### src/rtl/bridge_rst_seq.sv
// bridge_rst_seq: power-up/recovery reset sequencer for the CSI-2/DSI bridge
module bridge_rst_seq #(
  parameter int LOCK_SETTLE = 64,
  parameter int DPHY_WAIT   = 32,
  parameter int STAGE_GAP   = 8,
  parameter int WDOG_CYC    = 1048576,
  parameter int CNT_W       = 21
) (
  input  logic       clk_i,
  input  logic       reset_i,
  input  logic       pll_lock_i,
  input  logic       act_toggle_i,
  output logic       pd_dphy_o,
  output logic       reset_n_o,
  output logic       reset_lp_n_o,
  output logic       reset_byte_n_o,
  output logic       reset_byte_fr_n_o,
  output logic       reset_pixel_n_o,
  output logic       ready_o,
  output logic [2:0] state_o,
  output logic [7:0] restart_cnt_o
);
  typedef enum logic [2:0] {PD, WAIT_LOCK, SETTLE, REL_DPHY, REL_BYTE, RUN} state_t;
  localparam logic [CNT_W-1:0] L_SET  = CNT_W'(LOCK_SETTLE - 1);
  localparam logic [CNT_W-1:0] L_DPHY = CNT_W'(DPHY_WAIT - 1);
  localparam logic [CNT_W-1:0] L_GAP  = CNT_W'(STAGE_GAP - 1);
  localparam logic [CNT_W-1:0] L_WDOG = CNT_W'(WDOG_CYC - 1);
  state_t           r_state, w_next;
  logic [CNT_W-1:0] r_cnt, w_cnt;
  logic [1:0]       r_lock_s;
  logic [2:0]       r_act_s;
  logic             r_pd, r_dphy_n, r_byte_n, r_pix_n;
  logic [7:0]       r_restarts;
  logic             w_lock, w_act, w_wdog, w_inc;
  assign w_lock = r_lock_s[1];
  assign w_act  = r_act_s[1] ^ r_act_s[2];
  assign w_wdog = (WDOG_CYC != 0) && !w_act && r_cnt == L_WDOG;
  always_comb begin
    w_next = r_state;
    case (r_state)
      PD:        w_next = WAIT_LOCK;
      WAIT_LOCK: w_next = w_lock ? SETTLE : WAIT_LOCK;
      SETTLE:    w_next = !w_lock ? WAIT_LOCK : r_cnt == L_SET ? REL_DPHY : SETTLE;
      REL_DPHY:  w_next = !w_lock ? PD : r_cnt == L_DPHY ? REL_BYTE : REL_DPHY;
      REL_BYTE:  w_next = !w_lock ? PD : r_cnt == L_GAP ? RUN : REL_BYTE;
      RUN:       w_next = (!w_lock || w_wdog) ? PD : RUN;
      default:   w_next = PD;
    endcase
    w_inc = r_state == RUN && w_next == PD;
    // idle states and an activity pulse in RUN keep the counter at zero; no watchdog means no counting
    w_cnt = (w_next != r_state || r_state == PD || r_state == WAIT_LOCK || (r_state == RUN && w_act)) ? '0 :
            (r_state == RUN && WDOG_CYC == 0) ? r_cnt : r_cnt + 1'b1;
  end
  always_ff @(posedge clk_i or posedge reset_i) begin
    if (reset_i) begin
      r_state    <= PD;
      r_cnt      <= '0;
      r_lock_s   <= '0;
      r_act_s    <= '0;
      r_pd       <= 1'b1;
      r_dphy_n   <= 1'b0;
      r_byte_n   <= 1'b0;
      r_pix_n    <= 1'b0;
      r_restarts <= '0;
    end else begin
      r_state    <= w_next;
      r_cnt      <= w_cnt;
      r_lock_s   <= {r_lock_s[0], pll_lock_i};
      r_act_s    <= {r_act_s[1:0], act_toggle_i};
      r_pd       <= w_next < REL_DPHY;
      r_dphy_n   <= w_next >= REL_DPHY;
      r_byte_n   <= w_next >= REL_BYTE;
      r_pix_n    <= w_next == RUN;
      r_restarts <= (w_inc && r_restarts != 8'hFF) ? r_restarts + 8'd1 : r_restarts;
    end
  end
  assign pd_dphy_o         = r_pd;
  assign reset_n_o         = r_dphy_n;
  assign reset_lp_n_o      = r_dphy_n;
  assign reset_byte_n_o    = r_byte_n;
  assign reset_byte_fr_n_o = r_byte_n;
  assign reset_pixel_n_o   = r_pix_n;
  assign ready_o           = r_pix_n;
  assign state_o           = r_state;
  assign restart_cnt_o     = r_restarts;
endmodule

### config.mk
export PLATFORM = sky130hd
export DESIGN_NAME = bridge_rst_seq
export DESIGN_NICKNAME = d
export VERILOG_FILES = /design/src/rtl/bridge_rst_seq.sv
export SDC_FILE = /design/constraint.sdc
export NUM_CORES = 1
export LEC_CHECK = 0
export BUFFER_PORTS_ARGS = -buffer_cell sky130_fd_sc_hd__buf_2
export CORE_MARGIN = 2
export CORE_UTILIZATION = 40
export CTS_BUF_LIST = sky130_fd_sc_hd__clkbuf_4 sky130_fd_sc_hd__clkbuf_8 sky130_fd_sc_hd__clkbuf_16
export DETAILED_ROUTE_END_ITERATION = 10
export MAX_ROUTING_LAYER = met4
export PLACE_DENSITY = 0.57
export SYNTH_ARGS = -nofsm -noshare
export SYNTH_HDL_FRONTEND = slang
export SYNTH_SLANG_ARGS = --single-unit
### constraint.sdc
create_clock -name clk_i -period 2.35 [get_ports clk_i]
set_clock_uncertainty 0.2 [all_clocks]
set_input_delay 0.235 -clock clk_i [delete_from_list [all_inputs] [get_ports clk_i]]
set_output_delay 0.235 -clock clk_i [all_outputs]
set_load 0.05 [all_outputs]
# == After elaboration in Yosys (flattened, before gate mapping) ==
# Cells that the tools add are included.
# totals
register_bits,41
latch_bits,0
ram_bits,0
rom_bits,0
in_bits,4
out_inout_bits,18
word_cells,49
n_memories,0
# classes
n_addsub,2
multipliers,0
div_mod_pow,0
magnitude_cmp,3
n_eq_ne,12
shift,0
mux,10
bitwise_logic,1
reduce_logical,12
# op_table
op,count
21-bit by 1-bit adder with 21-bit output (second input constant),1
21-bit by 20-bit == test with 1-bit output (second input constant),1
21-bit by 3-bit == test with 1-bit output (second input constant),1
21-bit by 5-bit == test with 1-bit output (second input constant),1
21-bit by 6-bit == test with 1-bit output (second input constant),1
21-bit two-way mux,1
3-bit case mux with 6 select lines,1
3-bit two-way mux,4
3-bit == test (second input constant),3
8-bit by 1-bit adder with 8-bit output (second input constant),1
8-bit inequality test (second input constant),1
3-bit by 2-bit == test with 1-bit output (second input constant),2
3-bit logical NOT,2
1-bit logical AND,4
1-bit logical OR,4
2-bit two-way mux,2
3-bit by 1-bit == test with 1-bit output (second input constant),1
3-bit by 2-bit >= comparator with 1-bit output (second input constant),1
3-bit >= comparator (second input constant),1
3-bit by 2-bit < comparator with 1-bit output (second input constant),1
3-bit inequality test,1
1-bit logical NOT,2
1-bit two-way mux,2
1-bit bitwise XOR,1

# == Longest topological paths before layout ==
# depth
depth_word,11
ltp_mapped,8
ltp_nobuf,6

# == Worst setup path before layout ==
# No wires, ideal clock.
# synth_path
path_kind,reg-to-reg
start,"register r_state[1], in the netlist state_o[1]"
end,"register r_restarts[1], in the netlist restart_cnt_o[1]"
setup_ps,125
arrival_time_ps,1885
t_required_ps,2025
slack_ps,140
stages_incl_launch_ff,6
path_buffers,0
synth_period_minus_slack_ps,2210
cell_sequence,dfrtp_1 -> nand2b_1 -> or2_2 -> a21oi_4 -> nand2b_4 -> mux2_4
# synth_via
elab_chain_len,5
elab_cells_between_ends,10
classes_between,eq/ne (5); mux (1); reduce/logical (4)
# synth_lines
item,line,source
"start, declared",28,"state_t r_state, w_next;"
"start signal, assigned",66,r_state <= w_next;
"3-bit == test, or another cell as far along","40, 49",
3-bit case mux with 6 select lines,40,case (r_state)
3-bit logical NOT,49,w_inc = r_state == RUN && w_next == PD;
1-bit logical AND *,49,
1-bit logical AND *,74,r_restarts <= (w_inc && r_restarts != 8'hFF) ? r_restarts + 8'd1 : r_restarts;
"end signal, assigned",74,
"end, declared",33,logic [7:0] r_restarts;
# Every way passes the cells marked *; elsewhere a longest branch is shown, timed or not.
# A chain may end at the register's enable or synchronous reset.

# == Worst setup path after layout ==
# layout_path
start,register r_cnt[0]
end,"register r_restarts[1], in the netlist restart_cnt_o[1]"
# layout_via
elab_chain_len,8
elab_cells_between_ends,17
classes_between,eq/ne (4); mux (8); reduce/logical (5)
# layout_lines
item,line,source
"start, declared",29,"logic [CNT_W-1:0] r_cnt, w_cnt;"
"start signal, assigned",67,r_cnt <= w_cnt;
21-bit by 20-bit == test with 1-bit output,37,assign w_wdog = (WDOG_CYC != 0) && !w_act && r_cnt == L_WDOG;
1-bit logical AND,37,
1-bit logical OR,46,RUN: w_next = (!w_lock || w_wdog) ? PD : RUN;
3-bit two-way mux,46,
3-bit case mux with 6 select lines *,40,
3-bit logical NOT *,49,
1-bit logical AND *,49,
1-bit logical AND *,74,
# Marked as above.

==> results_dict.tcl <==
set metrics [dict create \
    status "completed" \
    min_from "r_lock_s[0]$_DFF_PP0_" \
    drtIter0Drc 85 \
    swShare_pct 25.0 \
    synthesis.nets 212 \
    fmax_ghz 0.460 \
    synth.avg_cell_area_sq_um 10.2 \
    vias_per_cell 5.08 \
    ant_nets 0 \
    hold_path_depth 0 \
    start_util_pct 41.2 \
    cp-start-kind "flop" \
    antenna_found_initial 0 \
    cts_buffers 5 \
    clock_sinks 40 \
    ff2ff_path_depth 6 \
    critPathMaxFanout 10 \
    fin_area_sq_um 2490 \
    hold_viol_final 0 \
    crit_arrival_ps 2160 \
    drcViolationCount 0 \
    p_seq_share_pct 44.5 \
    hpwl_um 2900 \
    nNetsFinal 241 \
    synth-edff-count 0 \
    dieHeight_um 76.6 \
    power_frac_comb_pct 14.2 \
    grt_pass1_wl_um 7080 \
    overflow 0 \
    path_clk_slew_ps 80 \
    wl_per_cell_um 13.1 \
    ys.flop_type "dfrtp_1" \
    fin_crit_sh_pct 92.5 \
    placed_area_sq_um 2320 \
    synth_top_area_share_pct 46.3 \
    num_io_pins 22 \
    dieArea_sq_um 5860 \
    cts_tree "done" \
    irDropWorstVdd_mv 0.435 \
    max_slew_margin_pct 66.6 \
    tightestPinTransition_ps 501 \
    p_clk_share_pct 41.2 \
    cts-root-buf "clkbuf_8" \
    power_switching_w 0.000406 \
    synth_largest_area_cell "dfrtp_1" \
    core_sq_um 5110 \
    netlist_area_sq_um 2110 \
    cts_buffer_depth 2 \
    num_vias 1553 \
    min_to "r_lock_s[1]$_DFF_PP0_" \
    synthArstFlopShare_pct 100 \
    powerDensity_nw_per_um2 654 \
    h-tree-depth 2 \
    drt_wl_total_um 4000 \
    routabilityCongestion 0.784 \
    maxSlewViolCount 0 \
    num-fill-cells 506 \
    ff2ff_setup_slack_ps 180 \
    r2r_end "restart_cnt_o[1]$_DFFE_PP0P_" \
    rsz0062_at_grt "no" \
    r2r-start "r_cnt[0]$_DFF_PP0_" \
    synth.area.top_cells "dfrtp_1 (46%), xnor2_1 (6.7%), nor2_1 (5.0%)" \
    startpoint "r_cnt[0]$_DFF_PP0_" \
    holdCritPathClass "reg -> reg" \
    synth_cells 206 \
    ys_ff_latch 40 \
    layout_setup_ws_ps 176 \
    die_w_um 76.6 \
    n_antenna_cell 0 \
    setup_violations 0 \
    yosysWarnings 0 \
    dr.pass1.iters 4 \
    end_kind "flop" \
    num_rows 26 \
    area_growth_pct 18.1 \
    fin_setup_tns_ps 0 \
    portBuffers 21 \
    grt_max_degree 41 \
    max_cap_violations 0 \
    post_cts_buffers 0 \
    first_global_vias 1519 \
    p_int_w 0.00122 \
    layout-drive-gt1-share_pct 22.9 \
    layout_min_cycle_time_ps 2170 \
    clk_latency_ps 290 \
    grt_use_total_pct 15.5 \
    p_leak_nw 1.07 \
    required_ps 2330 \
    yosysUniqueCellTypes 46 \
    ys_seq_area_share_pct 47.6 \
    path_class "reg -> reg" \
    dp_slack_ps 161 \
]
-- sequential cells by signal, summed over array words and instances (netlist names) --
register	cells
pd_dphy_o	1
r_act_s	3
r_cnt	21
r_lock_s	2
ready_o	1
reset_byte_fr_n_o	1
reset_lp_n_o	1
restart_cnt_o	8
state_o	2
-- power groups by stage --
stage                     registers, W  clock network [W]  logic, W
after global routing          0.000727           0.000715  0.000255
after detailed placement      0.000738                  0  0.000229
final                         0.000724           0.000670  0.000231
after global placement        0.000737                  0  0.000228
after floorplan               0.000784                  0  0.000120
after CTS                     0.000724           0.000688  0.000234
-- area by class of cell --
| cell class | instances | area (sq um) | share of cell area (%) |
|---|---|---|---|
| repair buffers | 34 | 223 | 8.96 |
| flip-flops and latches | 40 | 1000 | 40.3 |
| multi-input cells | 149 | 1020 | 41.0 |
| clock buffers | 6 | 76.3 | 3.07 |
| well taps | 70 | 87.6 | 3.52 |
| inverters | 5 | 18.8 | 0.755 |
| clock inverters | 2 | 60.1 | 2.42 |
-- critical path, stage by stage (launching register included) --
cell and delay (ps):
dfrtp_1 380, ha_1 220, nand2_1 160, nor4_4 420, a21oi_4 180, nand2b_4 200
mux2_4 300
-- per-stage QoR --
stage / std cells / utilization [%] / hold slack (ps) / power [W]
3_5_place_dp: 295 / 45.3 / 137 / 0.000967
6_report: 306 / 48.7 / 153 / 0.00163
4_1_cts: 306 / 48.6 / 154 / 0.00165
5_1_grt: 306 / 48.7 / 161 / 0.00170
2_1_floorplan: 206 / - / 66.4 / 0.000904
3_3_place_gp: 295 / 45.3 / 133 / 0.000965
-- how the worst max path moves through the flow --
stage	endpoint	cells after the start
after floorplan	restart_cnt_o[1]$_DFFE_PP0P_	5
after global placement	r_cnt[6]$_DFF_PP0_	6
after detailed placement	r_cnt[3]$_DFF_PP0_	6
after CTS	r_cnt[3]$_DFF_PP0_	6
after global routing	restart_cnt_o[1]$_DFFE_PP0P_	6
final	restart_cnt_o[1]$_DFFE_PP0P_	6
-- cell families (layout without fill, tap and decap cells) --
kind of cell | Yosys count | after routing | synth area share [%]
AND/OR/NAND/NOR | 98 | 98 | 27.6
flip-flops | 40 | 40 | 47.6
XOR/XNOR | 26 | 26 | 10.8
AO/OA/AOI/OAI | 22 | 22 | 7.90
buffers and inverters | 17 | 47 | 4.22
adder cells (fa/ha/maj) | 2 | 2 | 1.19
multiplexers | 1 | 1 | 0.713
-- metal layers --
layer / track usage, % / share of wire, % / wire, um / vias up
met5: - / 0 / 0 / -
met4: 6.55 / 2.2 / 89 / 0
met3: 3.20 / 2.7 / 110 / 9
met2: 24.1 / 48 / 1910 / 23
met1: 19.8 / 47 / 1900 / 742
li1: - / - / - / 779
-- cells in the mapped netlist (all sizes together) (2+ instances only) --
cell type and count:
o21ai 5, or2 2, nand4 5, a31oi 4, nor3 9, nand3b 2, o211ai 2, and4 4
and3 2, nor2 28, ha 2, o21a 2, o22a 2, clkbuf 5, nor4 9, nor3b 2
nand2b 5, xnor2 16, inv 5, nand2 11, dfrtp 39, a21oi 4, xor2 10, nand3 12
buf 7, nor2b 2
-- layout by cell type (no fill, tap or decap), types with 3 or more instances in the layout --
cell type      count
nor3_2             3
and4_1             4
dlygate4sd3_1      3
a31oi_1            4
o21ai_0            3
nand3_1           11
clkbuf_8           5
inv_1              5
buf_2             21
nand2_1           11
nor2_1            28
nand2b_1           4
nor3_1             6
buf_4              9
nand4_1            4
nor4_1             8
a21oi_1            3
xnor2_1           16
dfrtp_1           39
xor2_1            10
-- repair_timing --
action	4_1_cts	5_1_grt
endpoints found under the setup margin	0	2
hold buffers	3	0
endpoints found under the hold margin	41	0
gates resized for setup	0	1
Note: power is estimated with default switching activity, not from simulation.
